`config.mk`:
```
export PLATFORM = sky130hd
export DESIGN_NAME = pipe_add
export DESIGN_NICKNAME = d
export VERILOG_FILES = /design/src/rtl/pipe_add.sv
export SDC_FILE = /design/constraint.sdc
export NUM_CORES = 1
export LEC_CHECK = 0
export ABC_AREA = 1
export CORE_UTILIZATION = 50
export CTS_CLUSTER_DIAMETER = 50
export CTS_CLUSTER_SIZE = 14
export DETAILED_ROUTE_END_ITERATION = 7
export GPL_ROUTABILITY_DRIVEN = 0
export GPL_TIMING_DRIVEN = 0
export HOLD_SLACK_MARGIN = 0.02
export PLACE_DENSITY = 0.74
export SLEW_MARGIN = 15
export SYNTH_ARGS = -nofsm -noshare
export SYNTH_HDL_FRONTEND = slang
export SYNTH_SLANG_ARGS = --single-unit
```
`constraint.sdc`:
```
create_clock -name clk -period 2.5 [get_ports clk]
set_clock_uncertainty 0.1 [all_clocks]
set_input_delay 0.625 -clock clk [delete_from_list [all_inputs] [get_ports clk]]
set_output_delay 0.625 -clock clk [all_outputs]
set_load 0.05 [all_outputs]
```
`src/rtl/pipe_add.sv`:
```
// Pipelined adder/subtractor: WIDTH bits split into STAGES slices, one slice's
// carry chain resolved per stage, valid/ready handshake with a global stall.
module pipe_add #(
   parameter int WIDTH  = 16,
   parameter int STAGES = 4
) (
   input  logic             clk,
   input  logic             rst_n,
   input  logic             in_valid,
   output logic             in_ready,
   input  logic [WIDTH-1:0] a,
   input  logic [WIDTH-1:0] b,
   input  logic             cin,
   input  logic             sub,
   output logic             out_valid,
   input  logic             out_ready,
   output logic [WIDTH-1:0] out,
   output logic             cout,
   output logic             ovf,
   output logic             zero
);
   localparam int SW = WIDTH / STAGES;
   localparam int NR = (STAGES > 1) ? STAGES - 1 : 1;
   localparam int LS = STAGES - 1;

   if ((WIDTH % STAGES) != 0) begin : g_bad_cfg
      $error("pipe_add: WIDTH (%0d) must be a multiple of STAGES (%0d)", WIDTH, STAGES);
   end

   logic             en;
   logic [WIDTH-1:0] w_in [STAGES];
   logic [WIDTH-1:0] b_in [STAGES];
   logic             c_in [STAGES];
   logic             v_in [STAGES];
   logic [WIDTH-1:0] w_nx [STAGES];
   logic             c_nx [STAGES];
   logic [SW:0]      slice_sum;
   logic             msb_cin;

   // w_q holds finished low slices with the still-unprocessed high slices of a
   logic [WIDTH-1:0] w_q [NR];
   logic [WIDTH-1:0] w_d [NR];
   logic [WIDTH-1:0] b_q [NR];
   logic [WIDTH-1:0] b_d [NR];
   logic             c_q [NR];
   logic             c_d [NR];
   logic             v_q [NR];
   logic             v_d [NR];

   logic             out_valid_q, out_valid_d;
   logic [WIDTH-1:0] out_q, out_d;
   logic             cout_q, cout_d;
   logic             ovf_q, ovf_d;
   logic             zero_q, zero_d;

   assign en = !out_valid_q | out_ready;

   always_comb begin
      slice_sum = '0;
      w_in[0]   = a;
      b_in[0]   = sub ? ~b : b;
      c_in[0]   = cin;
      v_in[0]   = in_valid;
      for (int k = 1; k < STAGES; k++) begin
         w_in[k] = w_q[k-1];
         b_in[k] = b_q[k-1];
         c_in[k] = c_q[k-1];
         v_in[k] = v_q[k-1];
      end
      for (int k = 0; k < STAGES; k++) begin
         slice_sum = {1'b0, w_in[k][k*SW +: SW]} + {1'b0, b_in[k][k*SW +: SW]}
                   + {{SW{1'b0}}, c_in[k]};
         w_nx[k] = w_in[k];
         w_nx[k][k*SW +: SW] = slice_sum[SW-1:0];
         c_nx[k] = slice_sum[SW];
      end
      // carry into the MSB recovered from its sum bit and operand bits
      msb_cin = w_nx[LS][WIDTH-1] ^ w_in[LS][WIDTH-1] ^ b_in[LS][WIDTH-1];
   end

   if (STAGES > 1) begin : g_msb_only
      logic unused_b_lo;
      assign unused_b_lo = ^b_in[LS][WIDTH-SW-1:0];
   end

   always_comb begin
      for (int k = 0; k < NR; k++) begin
         w_d[k] = w_q[k];
         b_d[k] = b_q[k];
         c_d[k] = c_q[k];
         v_d[k] = v_q[k];
      end
      out_valid_d = out_valid_q;
      out_d       = out_q;
      cout_d      = cout_q;
      ovf_d       = ovf_q;
      zero_d      = zero_q;
      if (en) begin
         for (int k = 0; k < STAGES - 1; k++) begin
            w_d[k] = w_nx[k];
            b_d[k] = b_in[k];
            c_d[k] = c_nx[k];
            v_d[k] = v_in[k];
         end
         out_valid_d = v_in[LS];
         // bubbles leave the last result and flags untouched
         if (v_in[LS]) begin
            out_d  = w_nx[LS];
            cout_d = c_nx[LS];
            ovf_d  = c_nx[LS] ^ msb_cin;
            zero_d = ~|w_nx[LS];
         end
      end
   end

   always_ff @(posedge clk) begin
      if (!rst_n) begin
         for (int k = 0; k < NR; k++) begin
            w_q[k] <= '0;
            b_q[k] <= '0;
            c_q[k] <= 1'b0;
            v_q[k] <= 1'b0;
         end
         out_valid_q <= 1'b0;
         out_q       <= '0;
         cout_q      <= 1'b0;
         ovf_q       <= 1'b0;
         zero_q      <= 1'b0;
      end else begin
         for (int k = 0; k < NR; k++) begin
            w_q[k] <= w_d[k];
            b_q[k] <= b_d[k];
            c_q[k] <= c_d[k];
            v_q[k] <= v_d[k];
         end
         out_valid_q <= out_valid_d;
         out_q       <= out_d;
         cout_q      <= cout_d;
         ovf_q       <= ovf_d;
         zero_q      <= zero_d;
      end
   end

   assign in_ready  = en;
   assign out_valid = out_valid_q;
   assign out       = out_q;
   assign cout      = cout_q;
   assign ovf       = ovf_q;
   assign zero      = zero_q;

endmodule

```
==> flow_summary.yaml, run 1 <==
status:
  status: "completed"
floorplan:
  die_w_um: 93.2
  core_sq_mm: 0.00789
  pin_count: 59
  die_y_um: 93.2
  initial_core_util: 0.527
  die_area_sq_mm: 0.00868
  rows: 32
logic_synthesis:
  synth_nets: 553
  synth_area_per_cell_sq_um: 8.40
  synthDistinctLibCells: 26
  synth-async-reset-ratio: 0
  synth_edf_count: 0
  synth_top_flop_cell: "dfxtp_1"
  ys_ff_latch: 98
  ys_seq_area_frac: 0.472
  synth_warnings: 0
  synthCells: 495
  syn_area_sq_mm: 0.00416
pwr:
  power_frac_seq: 0.514
  power_switching_uw: 907
  internal_power_uw: 2500
  vdd_drop_max_mv: 0.313
  p_leak_uw: 0.00223
  power_density_mw_per_mm2: 670
  pwr-share-clk: 0.337
  power_uw: 3400
  p_comb_frac: 0.149
  swShare: 0.267
clock_tree:
  cts.htree.levels: 3
  tritoncts: "done"
  cts_buffers: 9
  clk_pin_slew_ns: 0.09
  cts_root_buf: "clkbuf_8"
  cts_buffer_depth: 2
  insertion_delay_ns: 0.37
  clkSinkCount: 98
  hold_buffers: 0
sta:
  worst_pin_slew_ns: 0.509
  slew_headroom: 0.660
  setup_violations: 0
  tns_ns: 0
  maxSlewViolCount: 0
  max_freq_ghz: 0.405
  hold_viol: 0
  timing.final.ws_setup_ns: 0.0297
  finalCritPeriodShare: 0.988
  rsz0062_at_grt: "false"
  min_period_ns: 2.47
setup_path:
  criticalPathCategory: "in2out"
  critPathCaptureType: "primary output"
  critPathRequiredTime_ns: 1.77
  critPathArrivalTime_ns: 1.75
  critPathLaunchType: "input port"
  crit_fanout: 10
global_routing:
  grt_pass1_vias: 3334
  grt_pass1_wl_um: 15800
  grt_max_degree: 17
  grt_overflow: 0
  antenna_found_initial: 0
  grt_usage: 0.237
final_layout:
  mostFrequentLayoutCells: "nor2_1 (99), dfxtp_1 (98), o21ai_0 (79), clkdlybuf4s50_1 (55), a21oi_1 (53)"
  drive_gt1_frac: 0.0810
  utilization: 0.644
  area_growth_pct: 22.2
  stdcell_count: 670
  diodes: 0
  nets: 621
  mostFrequentLayoutCell: "nor2_1"
route:
  avgRoutedWirePerCell_um: 14.2
  routed_wl_um: 9500
  vias_per_cell: 5.20
  postRouteAntennaNets: 0
  num_vias: 3481
  drt-initial-drc-count: 157
  drc_errors: 0
  drt_pass1_iterations: 5
placed_design:
  dp_cells: 653
  pre_cts_slack_ns: -0.592
  io_buffers: 56
  place_hpwl_um: 7060
flow_run:
  maxCapViolCount: 0
min_path:
  hp-class: "reg2reg"
kinds of logic (layout without fill, tap and decap cells):
kind of cell,after synthesis,after routing,share of synthesized area
AOI/OAI and AO/OA,155,155,0.191
xor gates and xnor gates,22,22,0.0464
adders and majority gates,20,20,0.0747
buffers and inverters,69,142,0.0864
DFF,98,98,0.472
and+or+nand+nor,131,131,0.129
power by group through the flow:
stage,combinational [uW],clock (uW),sequential (uW)
after floorplan,282,0,1820
after CTS,508,1150,1750
final,508,1150,1750
after global routing,563,1230,1760
after detailed placement,504,0,1780
after global placement,490,0,1780
Yosys cell counts, types with 6 or more instances:
master / count / area, sq um
xnor2_1: 14 / 123
clkbuf_1: 9 / 33.8
dfxtp_1: 98 / 1960
xor2_1: 8 / 70.1
o21ai_1: 15 / 75.1
nor2_1: 99 / 372
fa_1: 8 / 160
buf_2: 8 / 40.0
a21oi_1: 53 / 265
nand3_1: 9 / 45.0
buf_6: 9 / 101
o21ai_0: 79 / 395
inv_1: 35 / 131
ha_1: 12 / 150
buf_4: 6 / 45.0
nand2_1: 14 / 52.6
state kept, by name, summed over array words and instances (netlist names):
signal and count:
c_q 3, cout 1, zero 1, b_q 24, ovf 1, out_valid 1, w_q 48, out 16
v_q 3
path summary, 6_finish.rpt:
| kind | startpoint | end | slack (ns) | depth (start not counted) |
|---|---|---|---|---|
| max reg2reg | w_q[0][44]$_SDFFE_PN0N_ | zero$_SDFFE_PN0P_ | 0.32 | 7 |
| max | out_ready | in_ready | 0.03 | 6 |
| min reg2reg | zero$_SDFFE_PN0P_ | zero$_SDFFE_PN0P_ | 0.38 | 2 |
| min | zero$_SDFFE_PN0P_ | zero$_SDFFE_PN0P_ | 0.38 | 2 |
layer usage:
layer,global-route usage,up-vias,share of wire,wire [um]
li1,-,1757,-,-
met1,0.297,1618,0.46,4340
met2,0.398,85,0.47,4510
met3,0.0366,21,0.041,385
met4,0.115,0,0.028,263
met5,0,-,0,0
area by class of cell:
class	instances	area, sq um
clock inverters	6	90.1
clock buffers	10	138
inverters	37	139
fillers	686	2810
repair buffers	57	566
flip-flops and latches	98	1960
well taps	102	128
plain buffers	32	220
multi-input cells	328	1840
stage by stage:
step,hold slack (ns),area [sq um]
2_1_floorplan,0.341,4160
3_3_place_gp,0.357,4840
3_5_place_dp,0.365,4840
4_1_cts,0.384,5080
5_1_grt,0.416,5080
6_report,0.383,5080
critical path: stages:
cell	delay, ns
clkdlybuf4s50_1	0.50
nor2_4	0.05
inv_2	0.06
buf_6	0.15
buf_6	0.15
buf_4	0.20
what timing repair did:
| action | CTS | global route |
|---|---|---|
| setup buffers | 1 | 0 |
| endpoints found under the setup margin | 1 | 0 |
| resized for setup | 6 | 0 |
(Power assumes the default switching activity.)
==> inputs of run 2 (changes only) <==
MAX_ROUTING_LAYER = met4   (was unset)
==> run 2 against run 1 <==
Combinational power is essentially flat. Largest cell class unchanged. Die area unchanged. Highest routed layer unchanged. Global-route usage increased by 0.66 points. Maximum frequency about the same. Final area stayed put. Via count did not move. Sequential power is essentially flat. Utilization stayed put. Cell count unchanged.
==> flow_summary.yaml, run 2 (synthesis results as in run 1) <==
status:
  status: "completed"
final_layout:
  drive_gt1_frac: 0.0810
  mostFrequentLayoutCell: "nor2_1"
  diodes: 0
  seq_area_sq_mm: 0.00196
  largest-register: "w_q"
  largest_reg_flops: 48
  area_growth_pct: 22.2
  nets: 621
  mostFrequentLayoutCells: "nor2_1 (99), dfxtp_1 (98), o21ai_0 (79), clkdlybuf4s50_1 (55), a21oi_1 (53)"
  multi_input_area_sq_mm: 0.00184
  n_fill_cell: 686
sta:
  hold_viol: 0
  setup_violations: 0
  rsz0062_at_grt: "false"
  worst_pin_slew_ns: 0.509
  finalHoldWorstSlack_ns: 0.383
  slew_headroom: 0.660
  max_freq_ghz: 0.405
  min_period_ns: 2.47
  timing.final.ws_setup_ns: 0.0297
  finalCritPeriodShare: 0.988
  maxSlewViolCount: 0
setup_path:
  r2r-end: "zero$_SDFFE_PN0P_"
  reg2reg_from: "w_q[0][44]$_SDFFE_PN0N_"
  critPathCaptureType: "primary output"
  criticalPathCategory: "in2out"
  crit_start: "out_ready"
  critPathRequiredTime_ns: 1.77
  r2r_slack_ns: 0.32
  crit_path_end: "in_ready"
  critPathArrivalTime_ns: 1.75
  cp_slowest_stage_delay_ns: 0.50
  crit_cells: 6
  critPathBufInv: 5
  crit_fanout: 10
  critPathLaunchType: "input port"
  path_cells: "clkdlybuf4s50_1 > nor2_4 > inv_2 > buf_6 > buf_6 > buf_4"
  reg2regPathDepth: 7
  path_delay_family: "buffers and inverters"
  cp_common_cell: "buf_6"
  cp_slowest_cell: "clkdlybuf4s50_1"
pwr:
  vdd_drop_max_mv: 0.313
  p_leak_uw: 0.00223
  swShare: 0.267
  power_uw: 3400
  internal_power_uw: 2500
  pwr-share-clk: 0.337
  power_density_mw_per_mm2: 670
  power_frac_seq: 0.514
  power_switching_uw: 907
  p_comb_frac: 0.149
floorplan:
  die_w_um: 93.2
  die_y_um: 93.2
  rows: 32
  core_sq_mm: 0.00789
  pin_count: 59
  initial_core_util: 0.527
  die_area_sq_mm: 0.00868
clock_tree:
  tritoncts: "done"
  insertion_delay_ns: 0.37
  hold_buffers: 0
  cts_buffer_depth: 2
  cts_root_buf: "clkbuf_8"
  clkSinkCount: 98
  cts_buffers: 9
  cts.htree.levels: 3
  clk_pin_slew_ns: 0.09
min_path:
  hp-start: "zero$_SDFFE_PN0P_"
  hp-class: "reg2reg"
route:
  vias_per_cell: 5.20
  drc_errors: 0
  postRouteAntennaNets: 0
  routed_wl_um: 9500
  num_vias: 3481
  avgRoutedWirePerCell_um: 14.2
  drt_pass1_iterations: 5
  drt-initial-drc-count: 160
global_routing:
  grt_max_degree: 17
  grt_overflow: 0
  grt_usage: 0.244
  antenna_found_initial: 0
  grt_pass1_wl_um: 15800
  grt_pass1_vias: 3334
flow_run:
  maxCapViolCount: 0
placed_design:
  pre_cts_slack_ns: -0.592
  io_buffers: 56
  place_hpwl_um: 7060
## run 2: cell counts in the layout (fill, tap and decap cells not counted)
No cell type changed its count.
## run 2: worst min path at each step
stage                     slack, ns                 endpoint  depth (start not counted)
after floorplan                0.34     out[11]$_SDFFE_PN0P_                          2
after global placement         0.36        zero$_SDFFE_PN0P_                          2
after detailed placement       0.37  w_q[0][30]$_SDFFE_PN0N_                          2
after CTS                      0.38        zero$_SDFFE_PN0P_                          2
after global routing           0.42     out[11]$_SDFFE_PN0P_                          2
final                          0.38        zero$_SDFFE_PN0P_                          2
## run 2: metal layers
layer,global-route usage,up-vias,routed length (um),part of all wire
met2,0.398,85,4510,0.47
met4,0.115,0,263,0.028
met3,0.0350,21,372,0.039
li1,-,1757,-,-
met5,-,-,0,0
met1,0.298,1618,4360,0.46
## run 2: layout make-up
cell class              count  share of cell area
plain buffers              32              0.0434
clock buffers              10              0.0271
clock inverters             6              0.0177
inverters                  37              0.0274
multi-input cells         328               0.362
flip-flops and latches     98               0.386
well taps                 102              0.0251
repair buffers             57               0.111
## run 2: what timing repair did
item | 4_1_cts | 5_1_grt
resized for setup | 6 | 0
setup buffers | 1 | 0
endpoints found under the hold margin | 0 | 0
endpoints found under the setup margin | 1 | 0
## run 2: power groups by stage
stage               combinational (uW)  sequential (uW)  clock (uW)
floorplan                          282             1820           0
global placement                   490             1780           0
detailed placement                 504             1780           0
CTS                                508             1750        1150
global route                       563             1760        1230
finish                             508             1750        1150
## run 2: per-stage QoR
step | utilization | instance area, sq um | setup TNS (ns) | std cells
after floorplan | - | 4160 | 0 | 495
after global placement | 0.614 | 4840 | -0.585 | 653
after detailed placement | 0.614 | 4840 | -0.619 | 653
after CTS | 0.644 | 5080 | 0 | 670
after global routing | 0.644 | 5080 | 0 | 670
final | 0.644 | 5080 | 0 | 670
## run 2: worst register-to-register path: cells and delay by family, from the launching register on
family | cells | cell delay, ns
adders and majority gates | 2 | 0.92
and+or+nand+nor | 4 | 0.63
DFF | 1 | 0.34
AOI/OAI and AO/OA | 1 | 0.14
==> inputs of run 3 (changes only) <==
--- a/config.mk
+++ b/config.mk
@@ -8,5 +8,7 @@
 export ABC_AREA = 1
-export CORE_UTILIZATION = 50
+export CELL_PAD_IN_SITES_DETAIL_PLACEMENT = 2
+export CELL_PAD_IN_SITES_GLOBAL_PLACEMENT = 2
+export CORE_UTILIZATION = 32
 export CTS_CLUSTER_DIAMETER = 50
-export CTS_CLUSTER_SIZE = 14
+export CTS_CLUSTER_SIZE = 30
 export DETAILED_ROUTE_END_ITERATION = 7
@@ -16,3 +18,3 @@
 export MAX_ROUTING_LAYER = met4
-export PLACE_DENSITY = 0.74
+export PLACE_DENSITY_LB_ADDON = 0.1
 export SLEW_MARGIN = 15
--- a/constraint.sdc
+++ b/constraint.sdc
@@ -4,2 +4,2 @@
 set_output_delay 0.625 -clock clk [all_outputs]
-set_load 0.05 [all_outputs]
+set_load 0.1 [all_outputs]
==> run 3 against run 2 <==
Worst setup slack better by 0.084 ns. Hold slack lost 0.0085 ns. First-iteration DRC count fell by 35%. Maximum frequency rose by 3.5%. Flip-flop and latch count is the same. Largest cell class unchanged. Largest power group unchanged.
==> flow_summary.yaml, run 3 (synthesis results as in run 1) <==
clock_tree:
  clkSinkCount: 98
  clk_pin_slew_ns: 0.06
  insertion_delay_ns: 0.35
  cts_buffer_depth: 2
  tritoncts: "done"
  cts_root_buf: "clkbuf_16"
  cts_buffers: 9
  hold_buffers: 0
  cts.htree.levels: 3
sta:
  finalHoldWorstSlack_ns: 0.374
  rsz0062_at_grt: "false"
  min_period_ns: 2.39
  setup_violations: 0
  worst_pin_slew_ns: 0.969
  finalCritPeriodShare: 0.955
  maxSlewViolCount: 0
  slew_headroom: 0.356
  max_freq_ghz: 0.419
  timing.final.ws_setup_ns: 0.114
  hold_viol: 0
global_routing:
  antenna_found_initial: 0
  grt_usage: 0.206
  grt_pass1_vias: 3862
  grt_max_degree: 17
  grt_overflow: 0
  grt_pass1_wl_um: 20100
setup_path:
  cp_slowest_cell: "clkdlybuf4s50_1"
  crit_fanout: 19
  critPathBufInv: 4
  path_cells: "clkdlybuf4s50_1 > nor2_4 > inv_2 > buf_6 > buf_12"
  critPathCaptureType: "primary output"
  path_delay_family: "buffers and inverters"
  critPathRequiredTime_ns: 1.77
  criticalPathCategory: "in2out"
  critPathLaunchType: "input port"
  cp_slowest_stage_delay_ns: 0.50
  critPathArrivalTime_ns: 1.66
floorplan:
  die_y_um: 116
  pin_count: 59
  initial_core_util: 0.329
  rows: 41
  die_w_um: 116
  core_sq_mm: 0.0126
  die_area_sq_mm: 0.0134
route:
  num_vias: 3555
  drt-initial-drc-count: 104
  met2WireLength_um: 6030
  postRouteAntennaNets: 0
  top_layer_used: "met4"
  wl_met3_um: 312
  avgRoutedWirePerCell_um: 16.4
  drt_pass1_iterations: 4
  wl_met1_um: 5530
  drc_errors: 0
  vias_per_cell: 4.81
  routed_wl_um: 12200
final_layout:
  area_growth_pct: 26.1
  mostFrequentLayoutCell: "nor2_1"
  diodes: 0
  fin_area_sq_mm: 0.00524
  stdcell_count: 739
  largest_reg_flops: 48
  mostFrequentLayoutCells: "nor2_1 (99), dfxtp_1 (98), o21ai_0 (79), a21oi_1 (53)"
  drive_gt1_frac: 0.0794
  largest-register: "w_q"
  n_fill_cell: 1419
  nets: 620
pwr:
  vdd_drop_max_mv: 0.262
  power_density_mw_per_mm2: 738
  p_leak_uw: 0.00237
placed_design:
  pre_cts_slack_ns: -0.952
  io_buffers: 56
  place_hpwl_um: 9340
  placedInstanceArea_sq_mm: 0.00493
  dp_cells: 723
min_path:
  hp-class: "reg2reg"
flow_run:
  maxCapViolCount: 0
status:
  status: "completed"
-- run 3: worst register-to-register path: stages, from the launching register on --
cell and delay, ns:
dfxtp_1 0.33, fa_1 0.48, fa_1 0.47, nor2_1 0.16, nand4_1 0.13, nor3_1 0.26
nand3_1 0.12, a21oi_1 0.13
-- run 3: metal layers --
metal,up-vias,global-route usage
li1,1759,-
met1,1715,0.242
met2,59,0.353
met3,22,0.0288
met4,0,0.0838
met5,-,-
-- run 3: final timing paths --
check,start,end,slack [ns],cells past startpoint
setup / recovery,out_ready,in_ready,0.11,5
hold / removal,zero$_SDFFE_PN0P_,zero$_SDFFE_PN0P_,0.37,2
setup reg to reg,w_q[0][44]$_SDFFE_PN0N_,zero$_SDFFE_PN0P_,0.25,7
hold reg to reg,zero$_SDFFE_PN0P_,zero$_SDFFE_PN0P_,0.37,2
-- run 3: report_power, final --
part           switching, uW  total (uW)  internal (uW)
Sequential              72.3        1750           1680
Combinational            366         578            212
Clock                    626        1530            908
Total                   1060        3870           2800
-- run 3: area by class of cell --
type                       instances  area [sq um]  share of cell area
sequential                        98          1960               0.374
clock inverter                     6          87.6              0.0167
clock buffer                      10           239              0.0456
timing repair buffer              57           553               0.106
buffer                            31           209              0.0399
tap                              172           215              0.0411
multi-input combinational        328          1840               0.350
inverter                          37           139              0.0265
-- run 3: repair_timing --
item                                    4_1_cts  5_1_grt
buffers inserted                              1        0
gates resized for setup                      29        0
endpoints found under the setup margin       21        1
pin swaps                                     1        0
-- run 3: through the flow --
| stage | total power (uW) | utilization | TNS, ns |
|---|---|---|---|
| after floorplan | 2160 | - | 0 |
| after global placement | 2360 | 0.391 | -0.938 |
| after detailed placement | 2390 | 0.391 | -1.03 |
| after CTS | 3910 | 0.416 | 0 |
| after global routing | 4040 | 0.415 | 0 |
| final | 3870 | 0.415 | 0 |
